### src/rtl/dmem_arbiter.sv
// Data-memory arbiter: CPU MEM stage has priority, debug/loader port gets a forced slot after MAX_WAIT losses.
// Optional: define DMEM_ARB_PERF_EN to add stall_cycles / dbg_grants saturating counters.
module dmem_arbiter #(
    parameter int AW       = 6,
    parameter int DW       = 32,
    parameter int MAX_WAIT = 4
) (
    input  logic          clk,
    input  logic          reset,
    input  logic          cpu_req,
    input  logic          cpu_we,
    input  logic [AW-1:0] cpu_addr,
    input  logic [DW-1:0] cpu_wdata,
    output logic [DW-1:0] cpu_rdata,
    output logic          cpu_stall,
    input  logic          dbg_valid,
    input  logic          dbg_we,
    input  logic [AW-1:0] dbg_addr,
    input  logic [DW-1:0] dbg_wdata,
    output logic          dbg_ready,
    output logic [DW-1:0] dbg_rdata,
    output logic          dbg_rvalid,
    output logic [AW-1:0] mem_a,
    output logic [DW-1:0] mem_d,
    output logic          mem_we,
    input  logic [DW-1:0] mem_spo
`ifdef DMEM_ARB_PERF_EN
   ,output logic [31:0]   stall_cycles,
    output logic [31:0]   dbg_grants
`endif
);

    typedef enum logic {ST_ARB, ST_FORCE} arbState_t;

    arbState_t  state;
    logic [3:0] waitCnt;
    logic [4:0] waitNext;
    logic       cpuOwns;
    logic       dbgGrant;

    // In the forced slot the CPU only keeps the memory if debug withdrew its request.
    always_comb begin
        cpuOwns  = (state == ST_ARB) ? cpu_req : !dbg_valid;
        dbgGrant = dbg_valid & !cpuOwns;
        waitNext = {1'b0, waitCnt} + 5'd1;
    end

    assign cpu_rdata = mem_spo;
    assign cpu_stall = (state == ST_FORCE) & dbg_valid & cpu_req;
    assign dbg_ready = dbgGrant;
    assign mem_a     = cpuOwns ? cpu_addr  : dbg_addr;
    assign mem_d     = cpuOwns ? cpu_wdata : dbg_wdata;
    assign mem_we    = cpuOwns ? (cpu_req & cpu_we) : (dbg_valid & dbg_we);

    always_ff @(posedge clk or posedge reset) begin
        if (reset) begin
            state      <= ST_ARB;
            waitCnt    <= '0;
            dbg_rdata  <= '0;
            dbg_rvalid <= 1'b0;
        end else begin
            dbg_rvalid <= dbgGrant & !dbg_we;
            if (dbgGrant & !dbg_we)
                dbg_rdata <= mem_spo;
            case (state)
                ST_ARB: begin
                    if (dbg_valid & cpu_req) begin
                        if (waitNext == 5'(MAX_WAIT)) begin
                            state   <= ST_FORCE;
                            waitCnt <= '0;
                        end else begin
                            waitCnt <= waitNext[3:0];
                        end
                    end else begin
                        waitCnt <= '0;
                    end
                end
                default: begin
                    state   <= ST_ARB;
                    waitCnt <= '0;
                end
            endcase
        end
    end

`ifdef DMEM_ARB_PERF_EN
    always_ff @(posedge clk or posedge reset) begin
        if (reset) begin
            stall_cycles <= '0;
            dbg_grants   <= '0;
        end else begin
            if (cpu_stall && stall_cycles != 32'hFFFF_FFFF)
                stall_cycles <= stall_cycles + 32'd1;
            if (dbgGrant && dbg_grants != 32'hFFFF_FFFF)
                dbg_grants <= dbg_grants + 32'd1;
        end
    end
`endif

endmodule

### config.mk
export PLATFORM = sky130hd
export DESIGN_NAME = dmem_arbiter
export DESIGN_NICKNAME = d
export VERILOG_FILES = /design/src/rtl/dmem_arbiter.sv
export SDC_FILE = /design/constraint.sdc
export NUM_CORES = 1
export LEC_CHECK = 0
export ABC_AREA = 0
export BUFFER_PORTS_ARGS = -buffer_cell sky130_fd_sc_hd__buf_2
export CAP_MARGIN = 0
export CORE_AREA = 2 2 86 88
export DETAILED_ROUTE_END_ITERATION = 16
export DIE_AREA = 0 0 88 90
export HOLD_SLACK_MARGIN = 0.1
export PLACE_DENSITY_LB_ADDON = 0.3
export SYNTH_ARGS = -nofsm -noshare
export SYNTH_HDL_FRONTEND = slang
export SYNTH_SLANG_ARGS = --single-unit
### constraint.sdc
create_clock -name clk -period 3.09 [get_ports clk]
set_clock_uncertainty 0.2 [all_clocks]
set_input_delay 0.618 -clock clk [delete_from_list [all_inputs] [get_ports clk]]
set_output_delay 0.618 -clock clk [all_outputs]
set_load 0.03 [all_outputs]
# Yosys cells after proc, flatten, opt, wreduce, memory -nomap -nowiden
# Cells that the tools add are included.
# op_classes
n_addsub	1
eq_ne	1
mux	10
n_bitwise	7
n_reduce_logical	3
# ops
op	n
$mux W32	1
$mux W4	3
$and A1 B1 Y1	7
$mux W6	1
$add A4 B1 Y5 const B	1
$eq A5 B3 Y1 const B	1
$mux W1	5
$logic_not A1 Y1	3
# word_totals
reg_bits	38
out_inout_bits	106
wordCells	26

# Logic depth before layout (Yosys ltp)
# logic_depth
word_depth	5
mapped_depth	5
ltp_nobuf	4

# Worst setup path before layout
# No wires, ideal clock.
# synth_path
path_kind	input to output
startpoint	in cpu_req
endpoint	out mem_d[11]
t_arrival_ps	1509
t_required_ps	2272
slack_ps	763
path_stages	5
path_buffers	2
cell_sequence	nand2b_1 > o21ai_1 > buf_4 > buf_6 > mux2_2
# synth_between
elab_chain_len	2
# synth_rtl
element	line_no	rtl
start: declaration	10	input logic cpu_req,
$mux W1	43	cpuOwns = (state == ST_ARB) ? cpu_req : !dbg_valid;
$mux W32	52	assign mem_d = cpuOwns ? cpu_wdata : dbg_wdata;
end: declaration	24	output logic [DW-1:0] mem_d,
# No other way between the ends.

# Final worst setup path
# layout_path
startpoint	in dbg_valid
endpoint	out mem_d[22]
# layout_between
elab_chain_len	3
# layout_rtl
element	line_no	rtl
start: declaration	16	input logic dbg_valid,
$logic_not A1 Y1	43	
$mux W1	43	
$mux W32	52	
# No other way between the ends.

==> impl_metrics.tcl <==
set metrics [dict create \
    yosys_warnings 0 \
    cp_num_buf_inv 2 \
    worst_setup_path_end_kind "output pin" \
    cts.sinks 38 \
    period_share_pct 88.7 \
    diodes 0 \
    fmax_ghz 0.365 \
    whs_ns 0.230 \
    power.density_nw_per_um2 523 \
    cp_data_arrival_time_ns 1.92 \
    muxShareOfSynthArea_pct 39.4 \
    highest_layer "met4" \
    synth_top_area_share_pct 41.3 \
    crit_chain "buf_2 -> o21ai_4 -> mux2_2 -> buf_2" \
    initial_core_util_pct 32.8 \
    drc 0 \
    crit_fanout 19 \
    drt-pass1-iter-count 4 \
    synth.area.top_cells "dfrtp_1 (41%), mux2_2 (21%), mux2_4 (19%)" \
    tightest_slew_ns 0.635 \
    vias 1971 \
    synth_nets 285 \
    first_iter_violations 49 \
    grt_antenna_before_repair 0 \
    htreeDepth 2 \
    max-vdd-ir-drop_v 0.000322 \
    critPathLaunchType "primary input" \
    cp_data_required_time_ns 2.27 \
    final.setup.tns_ns 0 \
    viasPerCell 4.29 \
    num_rows 31 \
    synth_simple_gate_area_share_pct 2.99 \
    syn-cell-area_um2 2300 \
    path_clk_slew_ns 0.07 \
    drive_above_1_share_pct 83.9 \
    grt_util_all_layers_pct 15.5 \
    wl_met3_um 717 \
    cp_common_cell "buf_2" \
    globalplace.congestion 0.830 \
    cap_violations 0 \
    cellLeakagePower_uw 0.00182 \
    synth_top_cell_by_area "dfrtp_1" \
    gr-total-overflow 0 \
    hold_path.class "in2async" \
    worst_path_max_delay_cell "o21ai_4" \
    slowest_delay_ns 0.54 \
    grt_max_degree 39 \
    ys_seq_elements 38 \
    synthAdderAreaFrac_pct 0.543 \
    routed-wl-met2_mm 3.06 \
    synth_cell_types 20 \
    slew_viol_final 0 \
    finalNetCount 474 \
    critical_path_class "in2out" \
    critPathTopFamily "compound AO/OA/AOI/OAI gates" \
    ys_seq_area_share_pct 41.3 \
    dieHeight_um 90 \
    wirelength_mm 6.38 \
    area_growth_pct 46.3 \
    wl_met1_mm 2.47 \
    post_drt_wl_per_cell_um 13.9 \
    numCtsBuffers 5 \
    avgSynthCellArea_um2 13.5 \
    run_status "complete, no violations" \
    synth_xor_area_share_pct 0.380 \
    post_cts_buffers 0 \
    die-area_um2 7920 \
    portBuffers 219 \
    postSynthCellCount 170 \
    die_x_um 88 \
    boundaryPins 220 \
    grt_pass1_wl_mm 9.49 \
    first_global_vias 1956 \
    synth_top_family_by_area "multiplexers" \
    cts_root_buf "clkbuf_8" \
    period_needed_ns 2.74 \
    core_um2 7020 \
    setup_viol 0 \
    synth_compound_area_share_pct 0.978 \
    hold_violations 0 \
    relSlewSlack_pct 57.5 \
    rsz0062_at_grt "false" \
    ant_nets 0 \
    clkLatencyLatePin_ns 0.28 \
    cts_tree "built" \
    dpl.hpwl_mm 5.08 \
    clk_path_buf_depth 2 \
]
-- sequential cells by signal, indices dropped and copies added, names as in the netlist --
| name | count |
|---|---|
| dbg_rvalid | 1 |
| dbg_rdata | 32 |
| state | 1 |
| waitCnt | 4 |
-- power by group --
group	internal, uW	switching, uW	total [uW]	leakage, uW
Clock	241	172	412	0.0000514
Combinational	290	438	729	0.00131
Sequential	578	43.7	622	0.000461
-- Yosys cell counts --
master,n
nand2_1,2
and2_1,1
buf_4,33
nor4b_1,1
buf_2,1
a32o_1,1
o21ai_1,1
nand2b_1,1
buf_6,6
ha_1,1
xor2_1,1
inv_1,3
nor2_1,4
dfrtp_1,38
and3_1,1
nand3_1,2
and3b_1,1
mux2_2,42
mux2_4,29
a211oi_1,1
-- worst min-delay path, stage by stage --
cell   delay (ns)
buf_2        0.09
inv_1        0.04
buf_4        0.40
-- area by class of cell --
cell class	count	area, um2
fill	662	3650
timing repair buffer	221	1120
multi-input combinational	90	1050
sequential	38	951
tap	99	124
clock buffer	6	72.6
clock inverter	2	37.5
inverter	3	11.3
-- kinds of logic (layout without fill, tap and decap cells) --
logic type / after synthesis / after routing
multiplexers: 71 / 71
AO/OA/AOI/OAI: 3 / 4
buffers and inverters: 43 / 232
flip-flops: 38 / 38
adder cells (fa/ha/maj): 1 / 1
XOR/XNOR: 1 / 1
AND/OR/NAND/NOR: 13 / 13
-- what timing repair did --
action / in CTS / in global routing
pin swaps: 1 / 0
hold buffers: 0 / 0
gates cloned: 1 / 0
setup endpoints to repair: 5 / 19
gates resized for setup: 0 / 1
-- cells in the final DEF (no fill, tap or decap) --
master	netlist	final
nand3_1	2	2
nor2_1	4	4
mux2_2	42	42
bufinv_16	0	1
inv_1	3	3
buf_4	33	1
mux2_4	29	29
xor2_1	1	1
buf_12	0	1
buf_2	1	219
and2_1	1	1
o21ai_4	0	2
dfrtp_1	38	38
and3b_2	0	1
ha_1	1	1
nor4b_1	1	1
nand2b_1	1	1
and3_1	1	1
clkinvlp_4	0	1
a211oi_1	1	1
clkbuf_1	0	1
a32o_1	1	1
nand2_1	2	2
clkbuf_8	0	5
-- metal layers --
layer / vias to the layer above / track usage (%)
li1: 934 / -
met1: 892 / 17.6
met2: 135 / 26.9
met3: 10 / 4.87
met4: 0 / 5.64
met5: - / 0
-- per-stage QoR --
step                instance area (um2)  worst slack (ns)  util, %  total power (uW)  instances
global route                       3370             0.230     48.0              1850        459
finish                             3370             0.350     48.0              1760        459
detailed placement                 3240            0.0113     46.2              1360        450
global placement                   3240            0.0280     46.2              1360        450
CTS                                3360            0.0999     47.9              1790        459
floorplan                          2300             0.763        -              1150        170
-- path summary, 6_finish.rpt --
path | cells after the start | slack, ns | to | startpoint
worst max-delay path | 4 | 0.35 | mem_d[22] | dbg_valid
worst min-delay path | 3 | 0.23 | dbg_rdata[8] | reset
worst max register to register | 4 | 1.23 | dbg_rdata[21] | state
worst min register to register | 1 | 0.27 | waitCnt[0] | waitCnt[0]
max in group asynchronous | 3 | 2.13 | waitCnt[0] | reset
min in group clk | 1 | 0.27 | waitCnt[0] | waitCnt[0]
No activity file was read; power rests on OpenSTA's default activity.
